`src/rtl/uart_rx.sv`:
```
// uart_rx: 8N1 UART receiver with start-glitch rejection, framing-error and overrun
// reporting, and a one-byte ready/valid holding register.
module uart_rx #(
    parameter int CLK_FREQ  = 100000000,
    parameter int BAUD_RATE = 115200
) (
    input  logic       clk,
    input  logic       rst,
    input  logic       uart_rxd,
    output logic [7:0] uart_rd_data,
    output logic       uart_rd_valid,
    input  logic       uart_rd_ready,
    output logic       frame_err,
    output logic       overrun
);
    localparam int BIT_CNT  = CLK_FREQ / BAUD_RATE;
    localparam int HALF_CNT = BIT_CNT / 2;
    localparam int CW       = $clog2(BIT_CNT + 1);
    localparam logic [CW-1:0] BIT_END  = CW'(BIT_CNT - 1);
    localparam logic [CW-1:0] HALF_END = CW'(HALF_CNT - 1);

    typedef enum logic [2:0] {IDLE, START, DATA, STOP, BRK} state_t;

    state_t        state;
    logic [1:0]    sync;
    logic [CW-1:0] cnt;
    logic [2:0]    idx;
    logic [7:0]    shreg;
    logic          rxs;

    assign rxs = sync[1];

    always_ff @(posedge clk or negedge rst) begin
        if (!rst) begin
            sync          <= 2'b11;
            state         <= IDLE;
            cnt           <= '0;
            idx           <= '0;
            shreg         <= '0;
            uart_rd_data  <= '0;
            uart_rd_valid <= 1'b0;
            frame_err     <= 1'b0;
            overrun       <= 1'b0;
        end else begin
            sync      <= {sync[0], uart_rxd};
            frame_err <= 1'b0;
            overrun   <= 1'b0;
            if (uart_rd_valid && uart_rd_ready)
                uart_rd_valid <= 1'b0;
            case (state)
                IDLE: if (!rxs) begin
                    cnt   <= '0;
                    state <= START;
                end
                START: if (cnt == HALF_END) begin
                    cnt   <= '0;
                    idx   <= '0;
                    state <= rxs ? IDLE : DATA;
                end else cnt <= cnt + 1'b1;
                DATA: if (cnt == BIT_END) begin
                    cnt   <= '0;
                    shreg <= {rxs, shreg[7:1]};
                    idx   <= idx + 1'b1;
                    if (idx == 3'd7) state <= STOP;
                end else cnt <= cnt + 1'b1;
                STOP: if (cnt == BIT_END) begin
                    cnt <= '0;
                    if (rxs) begin
                        state <= IDLE;
                        // a same-cycle read frees the register, so the new byte replaces the old
                        if (!uart_rd_valid || uart_rd_ready) begin
                            uart_rd_data  <= shreg;
                            uart_rd_valid <= 1'b1;
                        end else overrun <= 1'b1;
                    end else begin
                        frame_err <= 1'b1;
                        state     <= BRK;
                    end
                end else cnt <= cnt + 1'b1;
                BRK: if (rxs) state <= IDLE;
                default: state <= IDLE;
            endcase
        end
    end
endmodule

```
`config.mk`:
```
export PLATFORM = sky130hd
export DESIGN_NAME = uart_rx
export DESIGN_NICKNAME = d
export VERILOG_FILES = /design/src/rtl/uart_rx.sv
export SDC_FILE = /design/constraint.sdc
export NUM_CORES = 1
export LEC_CHECK = 0
export ABC_AREA = 1
export ABC_CLOCK_PERIOD_IN_PS = 1900
export BUFFER_PORTS_ARGS = -buffer_cell sky130_fd_sc_hd__buf_2
export CAP_MARGIN = 20
export CORE_AREA = 2 2 60 62
export DETAILED_ROUTE_END_ITERATION = 10
export DIE_AREA = 0 0 62 64
export PLACE_DENSITY = 0.81
export SETUP_SLACK_MARGIN = 0.15
export SYNTH_ARGS = -nofsm -noshare
export SYNTH_HDL_FRONTEND = slang
export SYNTH_SLANG_ARGS = --single-unit
```
`constraint.sdc`:
```
create_clock -name clk -period 1.9 [get_ports clk]
set_clock_uncertainty 0.2 [all_clocks]
set_input_delay 0.57 -clock clk [delete_from_list [all_inputs] [get_ports clk]]
set_output_delay 0.57 -clock clk [all_outputs]
set_load 0.02 [all_outputs]
```
# ---- Word level (Yosys, flattened, before mapping)
# Cells that the tools add are included.
dict set report word_totals {
  output_inout_bits 11
  regBits 37
  in_bits 4
  wordCells 64
}
dict set report op_classes {
  n_reduce_logical 12
  n_mux 28
  eq_ne 13
  add_sub_neg 2
}
# op count
set op_table {}
lappend op_table {{10-bit 2-to-1 mux} 3}
lappend op_table {{10-bit one-hot mux with 3 select lines} 1}
lappend op_table {{3-bit 2-to-1 mux} 9}
lappend op_table {{3-bit one-hot mux with 5 select lines} 1}
lappend op_table {{1-bit 2-to-1 mux} 12}
lappend op_table {{2-bit != test (second input constant)} 6}
lappend op_table {{10-bit by 1-bit adder with 10-bit output (second input constant)} 1}
lappend op_table {{10-bit equality test (second input constant)} 1}
lappend op_table {{10-bit by 9-bit equality test with 1-bit output (second input constant)} 1}
lappend op_table {{3-bit by 2-bit equality test with 1-bit output (second input constant)} 2}
lappend op_table {{3-bit equality test (second input constant)} 2}
lappend op_table {{3-bit one-hot mux with 2 select lines} 1}
lappend op_table {{6-bit AND reduction} 1}
lappend op_table {{2-bit AND reduction} 2}
lappend op_table {{4-bit AND reduction} 1}
lappend op_table {{3-bit by 1-bit adder with 3-bit output (second input constant)} 1}
lappend op_table {{3-bit by 1-bit equality test with 1-bit output (second input constant)} 1}
lappend op_table {{3-bit logical NOT} 1}
lappend op_table {{3-bit AND reduction} 1}
lappend op_table {{3-bit nonzero test} 1}
lappend op_table {{2-bit 2-to-1 mux} 1}
lappend op_table {{2-bit nonzero test} 1}
lappend op_table {{2-bit OR reduction} 1}
lappend op_table {{1-bit logical AND} 1}
lappend op_table {{2 further kinds} 2}

# ---- Longest topological paths before layout
dict set report depth {
  depth_word 6
  ltp_mapped 9
  depth_no_buf 9
}

# ---- Least setup slack after synthesis
# No wires, ideal clock.
dict set report synth_timing {
  kind {reg2reg}
  start {reg cnt[0]}
  end {reg uart_rd_data[0]}
  slack_ps 219
  arrival_time_ps 1364
  path_stages_with_launch 9
  path_buffers 0
  cell_sequence {dfrtp_1 -> ha_1 -> nand2_1 -> nor2_2 -> nand2_2 -> nor3_4 -> nand2_4 -> nand2_1 -> nand2_1}
}
dict set report synth_between {
  elab_chain_len 2
}
# item line
set synth_rtl {}
lappend synth_rtl {{from (decl)} 26} ;# logic [CW-1:0] cnt;
lappend synth_rtl {{from (signal assigned)} 59} ;# end else cnt <= cnt + 1'b1;
lappend synth_rtl {{from (signal assigned)} 65} ;# end else cnt <= cnt + 1'b1;
lappend synth_rtl {{from (signal assigned)} 79} ;# end else cnt <= cnt + 1'b1;
lappend synth_rtl {{10-bit equality test} 66} ;# STOP: if (cnt == BIT_END) begin
lappend synth_rtl {{4-bit AND reduction (no line)} n/a}
lappend synth_rtl {{to (signal assigned)} 72} ;# uart_rd_data <= shreg;
lappend synth_rtl {{to (decl)} 10} ;# output logic [7:0] uart_rd_data,
# No other way between the ends.
# A chain may end at the register's enable or synchronous reset.

# ---- Final worst setup path
dict set report layout_timing {
  start {reg cnt[1]}
  end {reg cnt[0]}
}
dict set report layout_between {
  elab_chain_len 3
  elab_cells_between_ends 5
  classes_between {2 x eq/ne; 3 x mux}
}
# item line
set layout_rtl {}
lappend layout_rtl {{10-bit equality test or 10-bit by 9-bit equality test with 1-bit output (tied branches)} {60, 66, 55}}
lappend layout_rtl {{10-bit 2-to-1 mux (on tied branches)} {60, 66, 55}}
lappend layout_rtl {{10-bit one-hot mux with 3 select lines *} 50} ;# case (state)
# Every way passes the cells marked *; elsewhere a longest branch is shown, timed or not.

==> metrics <==
worst hold path class=in -> reg; Routability Congestion=0.848; Slew Viols, Final=0; root buffer cell=clkbuf_4; Setup crit end=cnt[0]$_DFFE_PN0P_; post-synthesis mux area share=0%; hold path depth=1; FF+latch count, synth=37; grt ovf=0; most common cell after layout, fill and taps aside=nand2_1; final worst-path cycle share=93.1%; R2R Setup Slk=130 ps; R2R depth=10; syn nets=221; drt pass-1 iters=4; pin count of the biggest net entering global routing=22; DR vias=1566; simple-gate share of the synthesized area=30.1%; gr usage total=19.6%; area of the die=0.00397 mm2; WP data required=1930 ps; async set or reset register ratio after synthesis=100%; area share of fa/ha/maj cells after synthesis=2.88%; Longest Clk Path Bufs=2; Final Setup Violations=0; top_reg_cell synth=dfrtp_1; EDFF count, synth=0; total number of H-tree levels=2; CP max FO=4; worst-skew pair later-pin latency=360 ps; Num CTS Buffers=5; wire per inst=13.5 um; initial DRC count=187; area leader, netlist=dfrtp_1; Sink Count=37; max cap viols=0; initial antenna violation count=0; share of layout cells above drive strength 1=30.4%; sequential area share after synthesis=53.4%; post-synth top area share=50.4%; clock-pin slew on the worst setup and hold paths=100 ps; Mapped Area=0.00174 mm2; Die Wd=62 um; final hold slack=110 ps; VDD IR max=0.452 mV; number of core rows=21; area delta synth->final=28.4%; Starting Density=53.0%; setup TNS=0 ps; RR Endpoint=cnt[0]$_DFFE_PN0P_; Final ANT Viol Nets=0; most frequent cells in the layout=63 x nand2_1, 34 x dfrtp_1, 18 x inv_1; reg-to-reg startpoint=cnt[1]$_DFFE_PN0P_; Vert. Die Dim=64 um; RSZ-0062 raised after global routing=true; Fin. Hold Viols=0; Mapped Avg Cell Area=8.17 um2; Slew headroom=68.9%; Top Metal Used=met4; fmax=565 MHz; io pins=15; M1 WL=1670 um; PD cells=626 mW/mm2; Worst-Margin Slew=466 ps; WL met2=1850 um; Ys Warns=0; critical path endpoint category=flip-flop; largest family of logic cells by synthesized area=simple AND/OR/NAND/NOR gates; xor/xnor share of the synthesized area=2.01%; core area=0.00328 mm2; status=finished, final reports clean; Synth Area in Compound Gates=6.19%; number of global-route vias before repair=1325; fin util=68.0%; critical path arrival=1800 ps; ant diodes=0; fin crit period=1770 ps; Residual DRC=0; DPL Wire Length=2350 um; Leak=1.16 nW; Unique masters post-synth=22; post-synthesis instance total=213; Port Buf Inserts=14; wire length on met3=259 um; total wire length=3940 um; Layout Nets=254; WS Path Type=reg -> reg; first-pass GRT wire length=5670 um; startpoint types=flip-flop; Worst Setup SP=cnt[1]$_DFFE_PN0P_; CTS tree=built; top area cells in the synthesized netlist=dfrtp_1 50%, nand2_1 16%, nand3_1 5.2%; Vias/cell=5.34
## how the worst min path moves through the flow
stage	start	to
after detailed placement	sync[0]$_DFF_PN1_	sync[1]$_DFF_PN1_
after global placement	sync[0]$_DFF_PN1_	sync[1]$_DFF_PN1_
after global routing	uart_rxd	sync[0]$_DFF_PN1_
final	uart_rxd	sync[0]$_DFF_PN1_
after CTS	uart_rxd	sync[0]$_DFF_PN1_
after floorplan	rst	cnt[0]$_DFFE_PN0P_
## logic make-up (layout without fill, tap and decap cells)
| kind of cell | count (synthesis) | in the layout |
|---|---|---|
| XOR/XNOR | 4 | 4 |
| buffers and inverters | 25 | 59 |
| AND/OR/NAND/NOR | 122 | 122 |
| adder cells (fa/ha/maj) | 4 | 4 |
| AO/OA/AOI/OAI | 21 | 21 |
| flip-flops | 37 | 37 |
## stage by stage
stage / total power [W] / area, um2 / setup slack, ps / cells
finish: 0.00140 / 2230 / 131 / 293
detailed placement: 0.000834 / 1900 / 15.2 / 274
floorplan: 0.000810 / 1740 / 219 / 213
global route: 0.00145 / 2230 / 57.7 / 293
CTS: 0.00140 / 2030 / 130 / 286
global placement: 0.000833 / 1900 / 98.5 / 274
## cells in the mapped netlist (4+ instances only)
cell,count
o21ai_0,15
nand2_1,75
dfrtp_1,35
inv_1,21
nor3_1,5
nand3_1,18
a21oi_1,4
xor2_1,4
nor2_1,17
ha_1,4
## critical path, cell delays in order, from the launching register on
cell and delay, ps:
dfrtp_1 440, inv_2 110, ha_4 140, nand2_2 60, nor2_2 120, nand3_2 110
nand2_2 130, nand2_4 70, buf_6 130, nor2_4 90, a21oi_2 50
## routing by layer
layer  global-route usage (%)  vias to the layer above
met5                        0                        -
met1                     25.9                      731
met3                     5.06                       20
li1                         -                      739
met4                     12.0                        0
met2                     28.0                       76
## timing repair
item                                    4_1_cts  5_1_grt
buffers inserted                              3        7
pin swaps                                     1       12
endpoints found under the setup margin       16       31
endpoints found under the hold margin        16        0
resized for setup                             3       45
hold buffers                                  1        0
## area by class of cell
class,count,area [um2]
clock inverters,2,37.5
flip-flops and latches,37,930
repair buffers,29,213
fillers,223,1050
well taps,46,57.6
clock buffers,6,51.3
multi-input cells,151,862
inverters,22,82.6
## power breakdown
part | internal [W] | switching [W] | leakage, nW
combinational | 0.00000828 | 0.0000179 | 0.620
clock | 0.000313 | 0.000266 | 0.0445
sequential | 0.000791 | 0.00000174 | 0.494
total | 0.00111 | 0.000285 | 1.16
## flip-flops by register name (all words and copies together), names as in the netlist
signal	count
frame_err	1
overrun	1
uart_rd_data	8
sync	2
state	3
uart_rd_valid	1
cnt	10
shreg	8
idx	3
(Power assumes the default switching activity.)
